$ cat config.mk
export PLATFORM = sky130hd
export DESIGN_NAME = ram_burst_reader
export DESIGN_NICKNAME = d
export VERILOG_FILES = /design/src/rtl/ram_burst_reader.sv
export SDC_FILE = /design/constraint.sdc
export NUM_CORES = 1
export LEC_CHECK = 0
export BUFFER_PORTS_ARGS = -buffer_cell sky130_fd_sc_hd__buf_4
export CORE_ASPECT_RATIO = 1.2
export CORE_MARGIN = 4
export CORE_UTILIZATION = 38
export DETAILED_ROUTE_END_ITERATION = 10
export GPL_ROUTABILITY_DRIVEN = 0
export HOLD_SLACK_MARGIN = 0.1
export PLACE_DENSITY_LB_ADDON = 0.12
export RECOVER_POWER = 50
export SLEW_MARGIN = 20
export SYNTH_ARGS = -nofsm -noshare
export SYNTH_HDL_FRONTEND = slang
export SYNTH_SLANG_ARGS = --single-unit
$ cat constraint.sdc
create_clock -name clk -period 3.7 [get_ports clk]
set_input_delay 0.74 -clock clk [delete_from_list [all_inputs] [get_ports clk]]
set_output_delay 0.74 -clock clk [all_outputs]
set_load 0.02 [all_outputs]
$ cat src/rtl/ram_burst_reader.sv
//============================================================================
// Module      : ram_burst_reader
// Description : Burst read engine for port B of the data RAM. Walks a
//               contiguous, wrapping address range and streams each word
//               on a valid/ready interface, with a last marker and a
//               completion pulse.
// Revision    : 1.0 - initial release
//============================================================================
`timescale 1ns/1ps
`default_nettype none

module ram_burst_reader #(
    parameter int ADDR_W = 8,
    parameter int DATA_W = 32,
    parameter int LEN_W  = 9
) (
    input  logic              clk,
    input  logic              rst,
    input  logic              start,
    input  logic [ADDR_W-1:0] base_addr,
    input  logic [LEN_W-1:0]  length,
    output logic              busy,
    output logic              done,
    output logic [ADDR_W-1:0] addrb,
    input  logic [DATA_W-1:0] doutb,
    output logic [DATA_W-1:0] m_data,
    output logic              m_valid,
    input  logic              m_ready,
    output logic              m_last
);

    typedef enum logic [1:0] {
        S_IDLE = 2'd0,
        S_RUN  = 2'd1,
        S_FIN  = 2'd2
    } state_t;

    localparam logic [LEN_W-1:0]  C_LEN_ONE  = LEN_W'(1);
    localparam logic [LEN_W-1:0]  C_LEN_ZERO = '0;
    localparam logic [ADDR_W-1:0] C_ADDR_ONE = ADDR_W'(1);

    state_t             state_q, state_d;
    logic [LEN_W-1:0]   len_q, len_d;
    logic [LEN_W-1:0]   issue_cnt_q, issue_cnt_d;
    logic [LEN_W-1:0]   deliv_q, deliv_d;
    logic [ADDR_W-1:0]  addrb_q, addrb_d;
    logic               inflight_q, inflight_d;
    // Two-entry output buffer: head drives the stream, skid absorbs one
    // extra returning word while the head is stalled.
    logic [DATA_W-1:0]  head_q, head_d;
    logic               head_vld_q, head_vld_d;
    logic [DATA_W-1:0]  skid_q, skid_d;
    logic               skid_vld_q, skid_vld_d;

    logic               w_pop;
    logic               w_last;
    logic [1:0]         w_load;
    logic               w_issue;

    assign w_pop  = head_vld_q && m_ready;
    assign w_last = ((deliv_q + C_LEN_ONE) == len_q);
    // Buffered plus in-flight words after this cycle's pop; never exceeds 2.
    assign w_load = {1'b0, head_vld_q} + {1'b0, skid_vld_q}
                  + {1'b0, inflight_q} - {1'b0, w_pop};
    assign w_issue = (state_q == S_RUN) && (issue_cnt_q != C_LEN_ZERO)
                  && (w_load <= 2'd1);

    // Next-state, address/counter update and output-buffer steering.
    always_comb begin
        state_d     = state_q;
        len_d       = len_q;
        issue_cnt_d = issue_cnt_q;
        deliv_d     = deliv_q;
        addrb_d     = addrb_q;
        inflight_d  = w_issue;
        head_d      = head_q;
        head_vld_d  = head_vld_q;
        skid_d      = skid_q;
        skid_vld_d  = skid_vld_q;

        case (state_q)
            S_IDLE: begin
                if (start) begin
                    len_d       = length;
                    issue_cnt_d = length;
                    deliv_d     = C_LEN_ZERO;
                    addrb_d     = base_addr;
                    state_d     = (length == C_LEN_ZERO) ? S_FIN : S_RUN;
                end
            end
            S_RUN: begin
                if (w_issue) begin
                    addrb_d     = addrb_q + C_ADDR_ONE;
                    issue_cnt_d = issue_cnt_q - C_LEN_ONE;
                end
                if (w_pop) begin
                    deliv_d = deliv_q + C_LEN_ONE;
                    if (w_last) begin
                        state_d = S_FIN;
                    end
                end
            end
            S_FIN: begin
                state_d = S_IDLE;
            end
            default: begin
                state_d = S_IDLE;
            end
        endcase

        // doutb is valid the cycle after an issue; land it in the buffer.
        if (w_pop) begin
            if (skid_vld_q) begin
                head_d     = skid_q;
                head_vld_d = 1'b1;
                skid_vld_d = inflight_q;
                if (inflight_q) begin
                    skid_d = doutb;
                end
            end else begin
                head_vld_d = inflight_q;
                if (inflight_q) begin
                    head_d = doutb;
                end
            end
        end else if (inflight_q) begin
            if (!head_vld_q) begin
                head_d     = doutb;
                head_vld_d = 1'b1;
            end else begin
                skid_d     = doutb;
                skid_vld_d = 1'b1;
            end
        end
    end

    // State register with synchronous reset; in-flight data is dropped.
    always_ff @(posedge clk) begin
        if (rst) begin
            state_q     <= S_IDLE;
            len_q       <= '0;
            issue_cnt_q <= '0;
            deliv_q     <= '0;
            addrb_q     <= '0;
            inflight_q  <= 1'b0;
            head_q      <= '0;
            head_vld_q  <= 1'b0;
            skid_q      <= '0;
            skid_vld_q  <= 1'b0;
        end else begin
            state_q     <= state_d;
            len_q       <= len_d;
            issue_cnt_q <= issue_cnt_d;
            deliv_q     <= deliv_d;
            addrb_q     <= addrb_d;
            inflight_q  <= inflight_d;
            head_q      <= head_d;
            head_vld_q  <= head_vld_d;
            skid_q      <= skid_d;
            skid_vld_q  <= skid_vld_d;
        end
    end

    assign busy    = (state_q == S_RUN);
    assign done    = (state_q == S_FIN);
    assign addrb   = addrb_q;
    assign m_data  = head_q;
    assign m_valid = head_vld_q;
    assign m_last  = head_vld_q && w_last;

endmodule

`default_nettype wire
# Yosys cells after proc, flatten, opt, wreduce, memory -nomap -nowiden
# Cells that the tools add are included.
dict set report totals {
  register_bits 104
  output_inout_bits 44
  wordCells 75
}
dict set report classes {
  addsub 6
  order_cmp 1
  eq_ne 10
  n_mux 30
  n_reduce_logical 18
}
# cell count
set ops {}
lappend ops {{$mux W32} 9}
lappend ops {{$mux W9} 4}
lappend ops {{$pmux W9 S2} 2}
lappend ops {{$mux W8} 2}
lappend ops {{$pmux W8 S2} 1}
lappend ops {{$reduce_and A3 Y1} 4}
lappend ops {{$add A9 B1 Y9 const B} 1}
lappend ops {{$eq A9 B9 Y1} 1}
lappend ops {{$logic_not A9 Y1} 1}
lappend ops {{$reduce_bool A9 Y1} 1}
lappend ops {{$sub A9 B1 Y9 const B} 1}
lappend ops {{$add A8 B1 Y8 const B} 1}
lappend ops {{$mux W2} 4}
lappend ops {{$ne A2 B1 Y1 const B} 4}
lappend ops {{$reduce_bool A2 Y1} 4}
lappend ops {{$mux W1} 7}
lappend ops {{$ne A2 B2 Y1 const B} 3}
lappend ops {{$logic_and A1 B1 Y1} 4}
lappend ops {{$pmux W2 S2} 1}
lappend ops {{$reduce_and A2 Y1} 2}
lappend ops {{$reduce_and A4 Y1} 1}
lappend ops {{$add A1 B1 Y2} 1}
lappend ops {{$add A2 B1 Y2} 1}
lappend ops {{$eq A2 B1 Y1 const B} 1}
lappend ops {{4 further kinds} 4}

# Depth between registers and ports, before layout
dict set report depth {
  ltp_word 7
  depth_mapped 10
  mapped_depth_nobuf 8
}

# Worst setup path after synthesis
# Ideal clock, no wire load.
dict set report synth_timing {
  kind {reg2out}
  start {register deliv_q[1]}
  end {output m_last}
  t_arrival_ns 2.069
  required_time_ns 2.960
  path_slack_ns 0.891
  stages_incl_launch_ff 8
  path_cell_list {dfxtp_1 ha_1 buf_2 and3_1 nand3_1 xnor2_1 nand3_1 nor4b_1}
}
dict set report synth_via {
  elab_chain_len 3
}
# item line_no
set synth_rtl {}
lappend synth_rtl {{start, declared} 45} ;# logic [LEN_W-1:0] deliv_q, deliv_d;
lappend synth_rtl {{start signal, assigned} 154} ;# deliv_q <= deliv_d;
lappend synth_rtl {{$add A9 B1 Y9} 61} ;# assign w_last = ((deliv_q + C_LEN_ONE) == len_q);
lappend synth_rtl {{$eq A9 B9 Y1} 61}
lappend synth_rtl {{$logic_and A1 B1 Y1} 169} ;# assign m_last = head_vld_q && w_last;
lappend synth_rtl {{end, declared} 29} ;# output logic m_last
# No other way between the ends.

# Worst setup path in the final report
dict set report layout_timing {
  start {register deliv_q[0]}
  end {output m_last}
}
# The elaborated chain is that of the path after synthesis.

==> run summary <==
Most frequent cells after synthesis: dfxtp_1 (104), nand2_1 (97), a21oi_1 (68)
Syn Inst Count: 600
Cts-stage hold buffer count: 0
Synth warnings: 0
PwrDens: 437 nW/um^2
Routed via count: 4367
Post_cts resized: 0
Area contributors post-synth: dfxtp_1 (42%), nand2_1 (7.4%), a21oi_1 (6.9%)
Max Transition Viols Final: 33
Peak VDD IR: 194 uV
All-Layer GR Usage: 16.5%
Rows: 45
Critical-path cell list: ha_1 > and3_1 > nand3_1 > xnor2_1 > nand3_1 > nor4b_1 > buf_4
WP depth: 7
Post-DP HPWL: 8230 um
Yosys cell types: 59
Final hold viol count: 0
CTS tree: done
Via/cell ratio: 5.23
# diodes: 0
Place WS: 636 ps
Startpoint types: register
Outcome: finished, violations left
Static Leakage: 2.27 nW
# setup viols final: 0
R2r setup slk: 760 ps
Reg-to-Reg Start: m_valid
Post-synth design cell area: 4930 um^2
Root Buffer: clkbuf_16
RSZ-0062 raised after global routing: false
Vias in the first global route: 4212
# clock sinks: 104
Die Area: 14900 um^2
Met2 routed WL: 6120 um
Worst r2r path cells: 7
Max Root-Sink Buffers: 2
TNS Setup: 0 ps
Worst EP required: 2960 ps
RR Endpoint: skid_q[7]
Worst Path Max Fanout: 8
Initial antenna violation count: 0
Drt first-iter violations: 215
Worst Hold End: skid_q[5]
Worst setup startpoint: deliv_q[0]
WL met1: 5500 um
Fmax: 310 MHz
Logic pwr share: 14.8%
Asr flop ratio synth: 0%
First-pass GRT wire length: 20500 um
Syn_area_per_cell: 8.22 um^2
Max_slew headroom: -4.26%
CP top delay family: simple AND/OR/NAND/NOR gates
Area share of the largest cell type after synthesis: 42.2%
Top-count cell post-synth: dfxtp_1
Syn Nets: 660
Sw power: 0.000696 W
Port Buffers: 96
Multi-input gate area: 2610 um^2
Initial Utilization: 39.0%
Switching Share: 27.4%
Critical path class: reg -> out
Clock transition at path regs: 70 ps
Die outline width: 112 um
Clock Latency Late Sink: 340 ps
Hold Path Cell Cnt: 2
Skew final: 6.27 ps
Slew @ Worst Pin: 1560 ps
Failing checks: capacitance limit, slew limit
Final ANT Viol Nets: 0
Max-cap violations: 1
Post-synth EDFFs: 0
Final wirelength: 12300 um
Share of cells above drive strength 1: 11.9%
Final #Nets: 726
CTS Buf Count: 9
Drt first pass iters: 5
Fillers: 1301
Register area: 2080 um^2
IO Pins: 97
Post-synth top area cell: dfxtp_1
Area delta synth->final: 18.0%
Met3 wire length: 493 um
Final min period: 3230 ps
Core area: 12700 um^2
Die Y: 133 um
CP peak stage delay: 450 ps
DR top layer: met4
H-Tree Depth: 3
Final WS setup: 470 ps
Clk pwr share: 37.5%
Drt drc: 0
CP bufs+invs: 1
Internal: 0.00185 W
Hold Startpoint: skid_q[5]
Largest net degree at the start of global routing: 88
Crit. End Element: output port
Wire length per cell: 14.7 um
Most used flip-flop cell after synthesis: dfxtp_1
Synth Register Bits: 104
Register area share after synthesis: 42.2%
Setup Buffers After CTS: 0
Fin crit share: 87.3%
Most used cell, CP: nand3_1
Crit path DAT: 2490 ps
Critical-path top delay cell: dfxtp_1
Gr ovfl total: 0
Seq pwr share: 47.7%
Type of the worst min-delay path: reg -> reg
-- layout by cell type, fill, tap and decap left out, drive strengths merged, types with 3 or more instances in the layout --
master    n
o31a      3
a21oi    68
xnor2     9
dfxtp   104
nand2    97
a31oi     3
a21o      4
a211oi   40
nand3    10
buf      55
ha        7
nand3b    4
nor2b     5
nand2b    6
o32ai     5
mux2i    32
o21ai    16
and3      9
clkbuf   57
nor4      3
o31ai     3
nor3     11
inv      11
nor2     63
xor2      4
a311oi    5
-- state kept, by name (all words and copies together), names as in the netlist --
register     count
m_valid          1
addrb            8
inflight_q       1
skid_q          32
issue_cnt_q      9
skid_vld_q       1
len_q            9
deliv_q          9
m_data          32
state_q          2
-- logic make-up after synthesis --
group	after synthesis	synth area share, %
fa+ha+maj	7	1.77
buf+inv	56	5.12
flops	104	42.2
mux	32	6.49
xor+xnor	13	2.31
simple gates	226	20.7
compound gates	162	21.4
-- how the worst max path moves through the flow --
stage / endpoint / slack [ps]
6_report: m_last / 470
5_1_grt: m_last / 170
4_1_cts: m_last / 440
3_5_place_dp: issue_cnt_q[6] / 640
3_3_place_gp: issue_cnt_q[5] / 680
2_1_floorplan: m_last / 890
-- routing by layer --
| metal | GRT usage (%) | vias to the layer above |
|---|---|---|
| li1 | - | 2250 |
| met1 | 20.9 | 2013 |
| met2 | 28.6 | 90 |
| met3 | 2.52 | 14 |
| met4 | 5.34 | 0 |
| met5 | 0 | - |
-- per-stage QoR --
step	hold WS (ps)	total power (W)	instances	cell area, um^2	utilization [%]
after floorplan	436	0.00149	600	4930	-
after global placement	441	0.00163	819	5700	45.0
after detailed placement	446	0.00163	819	5700	45.0
after CTS	455	0.00260	835	6000	47.3
after global routing	468	0.00267	835	5820	45.9
final	453	0.00254	835	5820	45.9
-- power by group through the flow --
| stage | Combinational, W | Sequential, W | Clock [W] |
|---|---|---|---|
| after CTS | 0.000397 | 0.00121 | 0.000986 |
| final | 0.000376 | 0.00121 | 0.000955 |
| after floorplan | 0.000237 | 0.00125 | 0 |
| after global placement | 0.000389 | 0.00124 | 0 |
| after detailed placement | 0.000396 | 0.00124 | 0 |
| after global routing | 0.000419 | 0.00122 | 0.00103 |
-- worst register-to-register path: stages, from the launching register on --
cell and delay (ps):
dfxtp_1 510, nand2_1 170, ha_1 270, nor2b_1 280
and3_1 200, clkbuf_1 1130, nand2_1 130, a21oi_1 180
-- layout make-up --
type | count | share of cell area [%]
multi-input combinational | 440 | 44.8
sequential | 104 | 35.8
timing repair buffer | 101 | 10.1
clock buffer | 11 | 4.00
tap | 164 | 3.53
clock inverter | 5 | 1.14
inverter | 10 | 0.645
Note: power is estimated with default switching activity, not from simulation.
